File: src/rtl/feedback_sequencer.sv
// feedback_sequencer: drives the RGB LED and the piezo from the lock FSM
// state code. Colours follow the current state (optionally blinking),
// while finite beep patterns replay once per state entry and continuous
// tones (lockout, siren) run for as long as the state is held.
module feedback_sequencer #(
  parameter int COLOR_W    = 4,
  parameter int BLINK_HALF = 500,
  parameter int BEEP_LEN   = 200,
  parameter int HIGH_DIV   = 1,
  parameter int LOW_DIV    = 4
) (
  input  logic                   clk_1khz,
  input  logic                   rst,
  input  logic [3:0]             state,
  input  logic                   mute,
  output logic [3*COLOR_W-1:0]   rgb_out,
  output logic                   piezo_pwm,
  output logic                   busy
);

  localparam logic [3:0] ST_SUCCESS   = 4'h7;
  localparam logic [3:0] ST_FAIL      = 4'h8;
  localparam logic [3:0] ST_LOCKOUT   = 4'h9;
  localparam logic [3:0] ST_EMERGENCY = 4'hA;

  localparam int MAX_DIV = (HIGH_DIV > LOW_DIV) ? HIGH_DIV : LOW_DIV;
  localparam int SEG_W   = $clog2(3 * BEEP_LEN + 1);
  localparam int DIV_W   = $clog2(MAX_DIV + 1);
  localparam int BLK_W   = $clog2(BLINK_HALF + 1);

  localparam logic [SEG_W-1:0] BEEP_LAST  = SEG_W'(BEEP_LEN - 1);
  localparam logic [SEG_W-1:0] LONG_LAST  = SEG_W'(3 * BEEP_LEN - 1);
  localparam logic [DIV_W-1:0] HIGH_LAST  = DIV_W'(HIGH_DIV - 1);
  localparam logic [DIV_W-1:0] LOW_LAST   = DIV_W'(LOW_DIV - 1);
  localparam logic [BLK_W-1:0] BLINK_LAST = BLK_W'(BLINK_HALF - 1);

  localparam logic [COLOR_W-1:0] C_MAX  = {COLOR_W{1'b1}};
  localparam logic [COLOR_W-1:0] C_HALF = C_MAX >> 1;
  localparam logic [COLOR_W-1:0] C_ZERO = '0;

  typedef enum logic [2:0] {
    P_IDLE  = 3'd0,
    P_BEEP1 = 3'd1,
    P_GAP   = 3'd2,
    P_BEEP2 = 3'd3,
    P_LONG  = 3'd4,
    P_CONT  = 3'd5
  } pat_state_t;

  // Pattern state kept as a named signal so checkers can bind to it.
  pat_state_t pat_state, pat_n;

  logic [3:0]         state_q;
  logic [BLK_W-1:0]   blink_cnt, blink_cnt_n;
  logic               phase, phase_n, phase_edge;
  logic [SEG_W-1:0]   seg_cnt, seg_n;
  logic [DIV_W-1:0]   div_cnt, div_n, div_last;
  logic               tone, tone_n;
  logic               changed, entry, seg_start, silent, use_high;
  logic [3*COLOR_W-1:0] rgb_n;

  // Register all state, counters and outputs; reset clears everything
  // except the blink phase, which restarts lit.
  always_ff @(posedge clk_1khz or posedge rst) begin
    if (rst) begin
      state_q   <= 4'h0;
      blink_cnt <= '0;
      phase     <= 1'b1;
      pat_state <= P_IDLE;
      seg_cnt   <= '0;
      div_cnt   <= '0;
      tone      <= 1'b0;
      rgb_out   <= '0;
      piezo_pwm <= 1'b0;
      busy      <= 1'b0;
    end else begin
      state_q   <= state;
      blink_cnt <= blink_cnt_n;
      phase     <= phase_n;
      pat_state <= pat_n;
      seg_cnt   <= seg_n;
      div_cnt   <= div_n;
      tone      <= tone_n;
      rgb_out   <= rgb_n;
      piezo_pwm <= tone_n & ~mute;
      busy      <= (pat_n != P_IDLE);
    end
  end

  // Next-state logic: blink timer, pattern FSM, tone divider and colour.
  always_comb begin
    changed = (state != state_q);
    entry   = changed && ((state == ST_SUCCESS) || (state == ST_FAIL) ||
                          (state == ST_LOCKOUT) || (state == ST_EMERGENCY));

    // Blink timer: any state change restarts it in the lit phase.
    blink_cnt_n = blink_cnt + 1'b1;
    phase_n     = phase;
    phase_edge  = 1'b0;
    if (changed) begin
      blink_cnt_n = '0;
      phase_n     = 1'b1;
    end else if (blink_cnt == BLINK_LAST) begin
      blink_cnt_n = '0;
      phase_n     = ~phase;
      phase_edge  = 1'b1;
    end

    // Pattern FSM. seg_start restarts the divider with the piezo high;
    // silent holds the piezo low between segments.
    pat_n     = pat_state;
    seg_n     = '0;
    seg_start = 1'b0;
    silent    = 1'b1;
    use_high  = 1'b0;
    if (entry) begin
      seg_start = 1'b1;
      silent    = 1'b0;
      case (state)
        ST_SUCCESS: begin pat_n = P_BEEP1; use_high = 1'b1; end
        ST_FAIL:    pat_n = P_LONG;
        ST_LOCKOUT: pat_n = P_CONT;
        default:    begin pat_n = P_CONT; use_high = 1'b1; end
      endcase
    end else if (changed) begin
      pat_n = P_IDLE;
    end else begin
      case (pat_state)
        P_BEEP1: begin
          if (seg_cnt == BEEP_LAST) begin
            pat_n = P_GAP;
          end else begin
            seg_n    = seg_cnt + 1'b1;
            silent   = 1'b0;
            use_high = 1'b1;
          end
        end
        P_GAP: begin
          if (seg_cnt == BEEP_LAST) begin
            pat_n     = P_BEEP2;
            seg_start = 1'b1;
            silent    = 1'b0;
            use_high  = 1'b1;
          end else begin
            seg_n = seg_cnt + 1'b1;
          end
        end
        P_BEEP2: begin
          if (seg_cnt == BEEP_LAST) begin
            pat_n = P_IDLE;
          end else begin
            seg_n    = seg_cnt + 1'b1;
            silent   = 1'b0;
            use_high = 1'b1;
          end
        end
        P_LONG: begin
          if (seg_cnt == LONG_LAST) begin
            pat_n = P_IDLE;
          end else begin
            seg_n  = seg_cnt + 1'b1;
            silent = 1'b0;
          end
        end
        P_CONT: begin
          // Each blink phase edge starts a fresh tone segment.
          seg_start = phase_edge;
          if (state == ST_EMERGENCY) begin
            silent   = 1'b0;
            use_high = phase_n;
          end else begin
            silent   = ~phase_n;
          end
        end
        default: pat_n = P_IDLE;
      endcase
    end

    // Tone divider: toggles the square wave every DIV cycles.
    div_last = use_high ? HIGH_LAST : LOW_LAST;
    if (silent) begin
      tone_n = 1'b0;
      div_n  = '0;
    end else if (seg_start) begin
      tone_n = 1'b1;
      div_n  = '0;
    end else if (div_cnt == div_last) begin
      tone_n = ~tone;
      div_n  = '0;
    end else begin
      tone_n = tone;
      div_n  = div_cnt + 1'b1;
    end

    // Colour, ordered {R,G,B}; blinking colours go dark in phase 0.
    case (state)
      ST_SUCCESS:   rgb_n = {C_ZERO, C_MAX, C_ZERO};
      ST_FAIL:      rgb_n = {C_MAX, C_ZERO, C_ZERO};
      ST_LOCKOUT:   rgb_n = phase_n ? {C_MAX, C_ZERO, C_ZERO} : '0;
      ST_EMERGENCY: rgb_n = phase_n ? {C_MAX, C_HALF, C_ZERO} : '0;
      default:      rgb_n = '0;
    endcase
  end

endmodule

File: config.mk
export PLATFORM = sky130hd
export DESIGN_NAME = feedback_sequencer
export DESIGN_NICKNAME = d
export VERILOG_FILES = /design/src/rtl/feedback_sequencer.sv
export SDC_FILE = /design/constraint.sdc
export NUM_CORES = 1
export LEC_CHECK = 0
export CAP_MARGIN = 15
export CORE_ASPECT_RATIO = 1.2
export CORE_UTILIZATION = 59
export CTS_BUF_LIST = sky130_fd_sc_hd__clkbuf_2 sky130_fd_sc_hd__clkbuf_4 sky130_fd_sc_hd__clkbuf_8
export DETAILED_ROUTE_END_ITERATION = 12
export GPL_ROUTABILITY_DRIVEN = 0
export GPL_TIMING_DRIVEN = 0
export PLACE_DENSITY = 0.82
export SYNTH_ARGS = -nofsm -noshare
export SYNTH_HDL_FRONTEND = slang
export SYNTH_SLANG_ARGS = --single-unit
File: constraint.sdc
create_clock -name clk_1khz -period 2.35 [get_ports clk_1khz]
set_input_delay 0.3525 -clock clk_1khz [delete_from_list [all_inputs] [get_ports clk_1khz]]
set_output_delay 0.3525 -clock clk_1khz [all_outputs]
set_load 0.02 [all_outputs]
==> impl_results.md, run 1 <==
- Synth Warn #: 0
- Starting DRT DRC Count: 59
- Top sig layer: met4
- Routed length per instance: roughly 14 um
- Fin crit period: around 2200 ps
- Syn Inst Count: 218
- Largest net degree at the start of global routing: 23
- Row Count: 24
- Clock Pin Slew Worst Setup and Hold Paths: around 70 ps
- Overall global routing resource usage: a little over a fifth
- Starting Density: about three fifths
- Met1 WL: 1798 um
- Num Clock Sinks: 36
- Tightest Pin Transition: about 640 ps
- Max IR drop VDD: ~0.33 mV
- Final cell count without fillers: around 280
- Total grt overflow: 0
- Total die area: 0.003991 sq mm
- Drc violations: 0
- Critical Path End Type: flop
- Cells after DPL: roughly 280
- Post-CTS setup buffers: 0
- Initial antenna violation count: 0
- P&R area growth vs syn: 17.12%
- Post-CTS sizing: 0
- Hold Vio Cnt, Final: 0
- WP data required: between 2000 and 3000 ps
- Setup crit start kind: input port
- #FFs+latches synth: 36
- Setup TNS: 0 ps
- Total of max-cap violations: 0
- Total CTS buffers: 5
- Flip-flop and latch area: approximately 900 sq um
- Avg Vias per Cell: 5.644
- Post-synth top flop: dfrtp_1
- Most common cell in the synthesized netlist: dfrtp_1
- Fin crit share: approximately 95%
- Post-route setup slack: 113.8 ps
- Hold buffers post-CTS: 0
- Detailed Route WL: 3970 um
- Port Buffers: 16
- Crit-path max FO: 10
- Total power draw: roughly 1.3 mW
- Largest area contributor in the synthesized netlist: dfrtp_1
- CTS tree: built
- Seq/Total Area, Yosys: 40.87%
- Nets: between 200 and 300
- Max Clk Rate: ~0.45 GHz
- Met2 wire len: 2008 um
- Fillers: about 280
- Crit path DAT: roughly 2400 ps
- Mean Syn Cell Area: 10.12 sq um
- Worst skew pair latency: 280 ps
- Share of cells above drive strength 1: about a fifth
- Die Wd: 57.84 um
- Synth area leaders: dfrtp_1, nor2_1, xnor2_4
- Post-synth EDFFs: 0
- Antenna Nets Post-Route: 0
- Die Y: just under 70 um
- Root buffer cell: clkbuf_8
- Mapped Area: ~0.0022 sq mm
- PD cells: 484.1 mW/mm^2
- I/O pins: 21
- Hold Slack: between 300 and 400 ps
- Multi-input gate area: ~0.0012 sq mm
- First drt pass iteration count: 4
- Longest Clk Path Bufs: 2
- WS Path Type: in2reg
- Slew headroom: 57.04%
- Diodes inserted: 0
- Post-place setup slack: -271.6 ps
- Post-synthesis cell type count: a little over 60
- FFs w/ async S/R, synth: 100.0%
- Outcome: finished clean
- HP Class: in2reg
- H-Tree Depth: 2
- Worst Skew: between 4 and 5 ps
- Yosys top cell area share: between 30% and 40%
- Most instantiated cells after synthesis: dfrtp_1, nor2_1, nand2_1
- Routed wl met3: 78 um
- DR vias: 1,603
- Fin. max-slew vios: 0
- First-pass GRT wire length: 6630 um
- Core box area: ~0.0036 sq mm
- HPWL after DPL: about 2900 um
- Setup Viol. Count Final: 0
- Leak pwr: 1.086 nW
- Vias in the first global route: 1,519
final timing paths:
kind	start	end	slack, ps	depth (start not counted)
max reg2reg	blink_cnt[0]$_DFF_PP0_	tone$_DFF_PP0_	160	8
max	state[1]	tone$_DFF_PP0_	110	10
min	state[3]	state_q[3]$_DFF_PP0_	350	1
max in group asynchronous	rst	phase$_DFF_PP1_	1290	3
min in group asynchronous	rst	seg_cnt[2]$_DFF_PP0_	460	2
min reg2reg	blink_cnt[0]$_DFF_PP0_	blink_cnt[0]$_DFF_PP0_	480	1
layout make-up:
type	instances	share of cell area, %
clock inverter	1	0.1936
timing repair buffer	17	7.454
multi-input combinational	166	47.48
tap	39	1.888
inverter	5	0.7260
sequential	36	34.90
clock buffer	6	2.953
buffer	14	4.405
cell usage in the layout (no fill, tap or decap), types with 3 or more instances in the layout:
master           count
and3_1               3
inv_1                5
xor2_1               9
conb_1               4
or3_1                3
dfrtp_1             35
a21oi_1              6
nor2_1              27
nor3b_1              3
o21ai_0              7
nand3b_1             3
ha_1                 3
nor3_1               3
nand3_1              6
nand4_1              6
nand2_1             20
xnor2_4              3
xnor2_1              5
clkbuf_8             6
buf_4                9
clkdlybuf4s50_1     14
nor3_2               4
per-stage QoR:
| stage | instance area [sq um] | utilization [%] |
|---|---|---|
| final | 2585 | 71.74 |
| after global routing | 2585 | 71.74 |
| after CTS | 2536 | 70.38 |
| after detailed placement | 2455 | 68.13 |
| after global placement | 2427 | 67.36 |
| after floorplan | 2218 | - |
state kept, by name, indices dropped and copies added (netlist names):
signal,cells
rgb_out,3
piezo_pwm,1
phase,1
busy,1
blink_cnt,9
tone,1
div_cnt,3
pat_state,3
seg_cnt,10
state_q,4
power by group:
group | leakage [nW] | total (mW) | internal, mW | switching [mW]
registers | 0.485 | 0.647 | 0.634 | 0.0124
clock network | 0.0445 | 0.405 | 0.213 | 0.193
logic | 0.557 | 0.199 | 0.0938 | 0.106
total | 1.09 | 1.25 | 0.941 | 0.311
critical path, cell delays in order:
cell and delay (ps):
clkdlybuf4s50_1 500, buf_6 150, xnor2_4 140, and4_4 260, buf_2 220, nand3_2 130, o31ai_2 100, o21ai_0 140
a221oi_2 330, nor2_1 80
kinds of logic (layout without fill, tap and decap cells):
group,count (synthesis),count (layout),share of synthesized area (%)
compound gates,34,34,10.77
xor+xnor,19,19,10.77
fa+ha+maj,5,5,2.721
buf+inv,19,43,6.008
flops,36,36,40.87
mux,2,2,0.9071
other cells,1,4,0.1699
simple gates,102,102,27.78
per-layer routing:
layer | global-route usage (%) | vias up
met2 | 34.36 | 18
met1 | 27.97 | 760
met4 | 8.201 | 0
met3 | 5.253 | 10
li1 | - | 815
met5 | 0 | -
(Power assumes the default switching activity.)
==> run 2, diff against run 1 <==
- GPL_ROUTABILITY_DRIVEN: 0 -> not set
==> results of run 2 <==
No change in the layout: final DEF, timing and power equal those of run 1.
==> patch 1: new RTL, flow settings as in run 1 <==
Add an input register stage for `state` and `mute`, without a reset; this delays them by one clock.
--- a/src/rtl/feedback_sequencer.sv
+++ b/src/rtl/feedback_sequencer.sv
@@ -48,4 +48,12 @@
   } pat_state_t;
 
+  logic [3:0] state_r;
+  logic mute_q;
+
+  always_ff @(posedge clk_1khz) begin
+    state_r <= state;
+    mute_q  <= mute;
+  end
+
   // Pattern state kept as a named signal so checkers can bind to it.
   pat_state_t pat_state, pat_n;
@@ -75,5 +83,5 @@
       busy      <= 1'b0;
     end else begin
-      state_q   <= state;
+      state_q   <= state_r;
       blink_cnt <= blink_cnt_n;
       phase     <= phase_n;
@@ -83,5 +91,5 @@
       tone      <= tone_n;
       rgb_out   <= rgb_n;
-      piezo_pwm <= tone_n & ~mute;
+      piezo_pwm <= tone_n & ~mute_q;
       busy      <= (pat_n != P_IDLE);
     end
@@ -90,7 +98,7 @@
   // Next-state logic: blink timer, pattern FSM, tone divider and colour.
   always_comb begin
-    changed = (state != state_q);
-    entry   = changed && ((state == ST_SUCCESS) || (state == ST_FAIL) ||
-                          (state == ST_LOCKOUT) || (state == ST_EMERGENCY));
+    changed = (state_r != state_q);
+    entry   = changed && ((state_r == ST_SUCCESS) || (state_r == ST_FAIL) ||
+                          (state_r == ST_LOCKOUT) || (state_r == ST_EMERGENCY));
 
     // Blink timer: any state change restarts it in the lit phase.
@@ -117,5 +125,5 @@
       seg_start = 1'b1;
       silent    = 1'b0;
-      case (state)
+      case (state_r)
         ST_SUCCESS: begin pat_n = P_BEEP1; use_high = 1'b1; end
         ST_FAIL:    pat_n = P_LONG;
@@ -166,5 +174,5 @@
           // Each blink phase edge starts a fresh tone segment.
           seg_start = phase_edge;
-          if (state == ST_EMERGENCY) begin
+          if (state_r == ST_EMERGENCY) begin
             silent   = 1'b0;
             use_high = phase_n;
@@ -194,5 +202,5 @@
 
     // Colour, ordered {R,G,B}; blinking colours go dark in phase 0.
-    case (state)
+    case (state_r)
       ST_SUCCESS:   rgb_n = {C_ZERO, C_MAX, C_ZERO};
       ST_FAIL:      rgb_n = {C_MAX, C_ZERO, C_ZERO};
Formal check against the unedited RTL: not equivalent (Yosys sat finds a counterexample within 4 cycles, from zero or initial values and one cycle with rst high).
==> patch 1 against run 1 <==
- die area up 4.4%
- wire length rose by 3.9%
- setup slack improved by 77 ps
- combinational power decreased by 4%
- sequential cell count increased by 5
- clock skew is 3.3 ps higher
- sequential power rose by 15%
- via count is 5.2% higher
- total power rose by 21%
- register-to-register slack improved by 30 ps
- core utilization increased by 1.7 points
- area after synthesis rose by 4.5%
- final area is 4.9% higher
- largest power group unchanged
==> patch 1: results (changes against run 1) <==
| Metric | Value |
|---|---|
| CP top delay family | compound AO/OA/AOI/OAI gates (was buffers and inverters) |
| Tightest Pin Transition | 670 ps (was 644 ps) |
| Slowest stage cell, crit path | dfrtp_1 (was clkdlybuf4s50_1) |
| Path category of the worst min-delay check | reg -> reg (was in -> reg) |
| HPWL Detailed | 3010 um (was 2910 um) |
| Dpl cells | 295 (was 277) |
| Max incr delay on CP | 400 ps (was 500 ps) |
| Global Route Usage Sum | 22.2% (was 21.5%) |
| Biggest regs | seg_cnt: 10 flops, blink_cnt: 9 flops (was seg_cnt: 10 flops, blink_cnt: 9 flops, state_q: 4 flops) |
| Post-CTS sizing | 0 (unchanged) |
| Initial DRC Count | 73 (was 59) |
| Initial antenna violation count | 0 (unchanged) |
| Largest cells by area after synthesis | dfrtp_1, nor2_1, dfxtp_1, xnor2_4, xor2_1 (was dfrtp_1, nor2_1, xnor2_4, xor2_1, nand2_1) |
| Register area share after synthesis | 43.4% (was 40.9%) |
| Top FF cell, synth | dfrtp_1 (unchanged) |
| Outcome | complete, no violations (unchanged) |
| CTS max path bufs | 2 (unchanged) |
| CTS Buf Count | 5 (unchanged) |
| Maximum fanout along the worst path | 6 (was 10) |
| Final wirelength | 4120 um (was 3970 um) |
| Wire length per cell | 13.6 um (was 14.0 um) |
| Leakage | 1.12 nW (was 1.09 nW) |
| Critical Path AT | 2330 ps (was 2390 ps) |
| Final Skew | 7.78 ps (was 4.53 ps) |
| Number of port buffers | 16 (unchanged) |
| Synth async-reset ratio | 87.8% (was 100%) |
| DR vias/cell | 5.57 (was 5.64) |
| Critical path launch point | seg_cnt[0] (was state[1]) |
| Share of cells above drive strength 1 | 19.5% (was 20.8%) |
| Flop2flop setup slack | 190 ps (was 160 ps) |
| Average size of a mapped cell | 10.3 um^2 (was 10.1 um^2) |
| Fill count | 275 (was 281) |
| R2R depth | 7 (was 8) |
| Worst vdd ir | 0.408 mV (was 0.334 mV) |
| First-pass GRT wire length | 7090 um (was 6630 um) |
| R2R Path End | div_cnt[1] (was tone) |
| Vias in the first global route | 1,659 (was 1,519) |
| Largest net degree at the start of global routing | 22 (was 23) |
| Nets | 261 (was 256) |
| Setup bufs post-CTS | 0 (unchanged) |
| Synth unique cells | 62 (was 61) |
## patch 1: kinds of logic (layout without fill, tap and decap cells)
| group | count (synthesis) | after routing | share of synthesized area (%) |
|---|---|---|---|
| AND/OR/NAND/NOR | 102 | 102 | 26.6 |
| flip-flops | 41 | 41 | 43.4 |
| AO/OA/AOI/OAI | 34 | 34 | 10.3 |
| XOR/XNOR | 19 | 19 | 10.3 |
| buffers and inverters | 19 | 44 | 5.75 |
| adder cells (fa/ha/maj) | 5 | 5 | 2.60 |
| multiplexers | 2 | 2 | 0.868 |
| other | 1 | 4 | 0.163 |
## patch 1: layout make-up
cell class | count | area share [%]
Multi-Input combinational cell | 166 | 44.4
Timing Repair Buffer | 17 | 6.92
Clock inverter | 2 | 1.38
Clock buffer | 6 | 3.04
Sequential cell | 41 | 36.9
Inverter | 5 | 0.692
Buffer | 14 | 4.20
Tap cell | 52 | 2.40
## patch 1: layer usage
layer / up-vias / GRT usage (%) / part of all wire (%) / routed length, um
met5: - / 0 / 0 / 0
met4: 0 / 9.79 / 2.4 / 99
met3: 10 / 4.44 / 2.2 / 90
met2: 27 / 37.9 / 53 / 2200
met1: 820 / 26.4 / 42 / 1740
li1: 830 / - / - / -
## patch 1: power breakdown
part           total (mW)  leakage (nW)  internal, mW  switching, mW
sequential          0.741         0.527         0.723         0.0179
clock               0.586        0.0574         0.345          0.241
combinational       0.192         0.537        0.0925         0.0998
total                1.52          1.12          1.16          0.359
## patch 1: how the worst min path moves through the flow
stage | start | endpoint | slack, ps | cells after the start
floorplan | state_r[0] | state_q[0] | 340 | 0
global placement | state_r[0] | state_q[0] | 350 | 0
detailed placement | state_r[0] | state_q[0] | 360 | 0
CTS | state_r[0] | state_q[0] | 370 | 0
global route | state_r[1] | state_q[1] | 380 | 0
finish | state_r[0] | state_q[0] | 360 | 0
## patch 1: through the flow
stage	setup WS (ps)	hold slack, ps	total power [mW]	cell area [um^2]
2_1_floorplan	337	345	0.887	2320
3_3_place_gp	170	349	0.935	2540
3_5_place_dp	125	356	0.945	2570
4_1_cts	94.4	367	1.53	2690
5_1_grt	25.4	381	1.58	2710
6_report	190	363	1.52	2710
==> patch 2: new RTL, settings of run 1 <==
Made on the original files. The parameter `BEEP_LEN` goes from 200 to 400.
--- a/src/rtl/feedback_sequencer.sv
+++ b/src/rtl/feedback_sequencer.sv
@@ -6,5 +6,5 @@
   parameter int COLOR_W    = 4,
   parameter int BLINK_HALF = 500,
-  parameter int BEEP_LEN   = 200,
+  parameter int BEEP_LEN   = 400,
   parameter int HIGH_DIV   = 1,
   parameter int LOW_DIV    = 4
Function: no difference found for any inputs over 10 cycles, from zero or initial values and one cycle with rst high; that may be too few to reach the edited logic, so the function may still have changed.
==> patch 2 against run 1 <==
- the run now ends with setup timing left
- total power grew 2.8%
- area after synthesis shrank 7.9%
- via count shrank 0.87%
- sequential cell count grew 1
- combinational power shrank 7%
- register-to-register slack lost 160 ps
- final area shrank 4.6%
- worst hold slack gained 120 ps
- setup slack lost 120 ps
- die area shrank 7.6%
- synthesized cell count shrank 5.5%
- maximum frequency shrank 5.2%
- wire length grew 2.3%
- critical path type unchanged
- critical endpoint is now piezo_pwm
- highest routed layer unchanged
==> patch 2: results (changes against run 1) <==
| Metric | Value |
|---|---|
| Sequential share of cell area | 37.6% (was 34.9%) |
| Post-CTS sizing | 5 (was 0) |
| WHS Endpoint | seg_cnt[0] (was state_q[3]) |
| Nonclk buf count | 34 (was 31) |
| Dpl cells | 263 (was 277) |
| R2R depth | 6 (was 8) |
| Comb pwr share | 14.5% (was 15.9%) |
| Worst vdd ir | 0.476 mV (was 0.334 mV) |
| First-pass GRT wire length | 6690 um (was 6630 um) |
| Seq. pwr | 663 uW (was 647 uW) |
| Final setup fails | 1 (was 0) |
| Flop2flop setup slack | 0 ps (was 160 ps) |
| Met1 GRT Util | 25.1% (was 28.0%) |
| Synth top cells by count | dfrtp_1, nor2_1, xnor2_1, nand2_1, buf_4 (was dfrtp_1, nor2_1, nand2_1, buf_4, xor2_1) |
| Multi-input gate share of total cell area | 43.0% (was 47.5%) |
| Hold wc startpoint | seg_cnt[0] (was state[3]) |
| DR WL met2 | 2160 um (was 2010 um) |
| Clock-cell share | 3.50% (was 3.15%) |
| R2R Path Start | seg_cnt[6] (was blink_cnt[0]) |
| Global Route Usage Sum | 23.6% (was 21.5%) |
| Data buffer area share | 12.9% (was 11.9%) |
| Maximum fanout along the worst path | 7 (was 10) |
| CLK BUF | 6 (unchanged) |
| Met3 wire len | 148 um (was 78 um) |
| Vias in the first global route | 1,557 (was 1,519) |
| Setup TNS Final | -7.64 ps (was 0 ps) |
| Wire length per cell | 14.8 um (was 14.0 um) |
| Design area | 2470 um^2 (was 2580 um^2) |
| Path category of the worst min-delay check | reg -> reg (was in -> reg) |
| Post-Route M1 WL | 1660 um (was 1800 um) |
| Power Dens Cells | 521 nW/um^2 (was 484 nW/um^2) |
| P_int | 953 uW (was 941 uW) |
| PnR worst setup slack | -7.64 ps (was 114 ps) |
| Critical path launch point | state[0] (was state[1]) |
| Placed Area | 2280 um^2 (was 2450 um^2) |
| Share of cells above drive strength 1 | 19.4% (was 20.8%) |
| Finished Layout Cells | 274 (was 284) |
| Register area share after synthesis | 45.6% (was 40.9%) |
| Horiz. Die Dim | 55.6 um (was 57.8 um) |
| Register bit total from synthesis | 37 (was 36) |
| Syn Inst Count | 206 (was 218) |
| Post-place setup slack | -589 ps (was -272 ps) |
| Outcome | finished with violations (was complete, no violations) |
| Met2 Use GR | 43.2% (was 34.4%) |
| Final Hold Slack | 468 ps (was 353 ps) |
| Violated checks | setup timing |
| Inverters excl. clock | 7 (was 5) |
| R2R Path End | piezo_pwm (was tone) |
| Worst Setup EP | piezo_pwm (was tone) |
| HPWL Detailed | 2810 um (was 2910 um) |
| Initial DRC Count | 42 (was 59) |
| Critical Path AT | 2540 ps (was 2390 ps) |
| GRT met3 Usage | 5.87% (was 5.25%) |
| Largest net degree at the start of global routing | 21 (was 23) |
| DR vias/cell | 5.80 (was 5.64) |
| Fill count | 246 (was 281) |
-- patch 2: cell types whose count changed in the layout (fill, tap and decap cells not counted), sizes merged, moves of 4 or more --
| cell | delta |
|---|---|
| xor2 | -5 |
| buf | +4 |
| nor3b | -4 |
| xnor2 | +5 |
| and3 | +4 |
| nand2 | -9 |
-- patch 2: kinds of logic after synthesis --
| kind of cell | Yosys count | synth area share, % |
|---|---|---|
| xor+xnor | 19 | 8.18 |
| mux | 2 | 0.985 |
| simple gates | 88 | 23.6 |
| compound gates | 33 | 12.1 |
| fa+ha+maj | 5 | 2.95 |
| buf+inv | 21 | 6.34 |
| flops | 37 | 45.6 |
| other cells | 1 | 0.184 |
-- patch 2: worst max-delay path: cells and delay by family --
| family | cells | cell delay [ps] |
|---|---|---|
| buffers and inverters | 2 | 700 |
| xor gates and xnor gates | 1 | 160 |
| AOI/OAI and AO/OA | 3 | 900 |
| and+or+nand+nor | 2 | 420 |
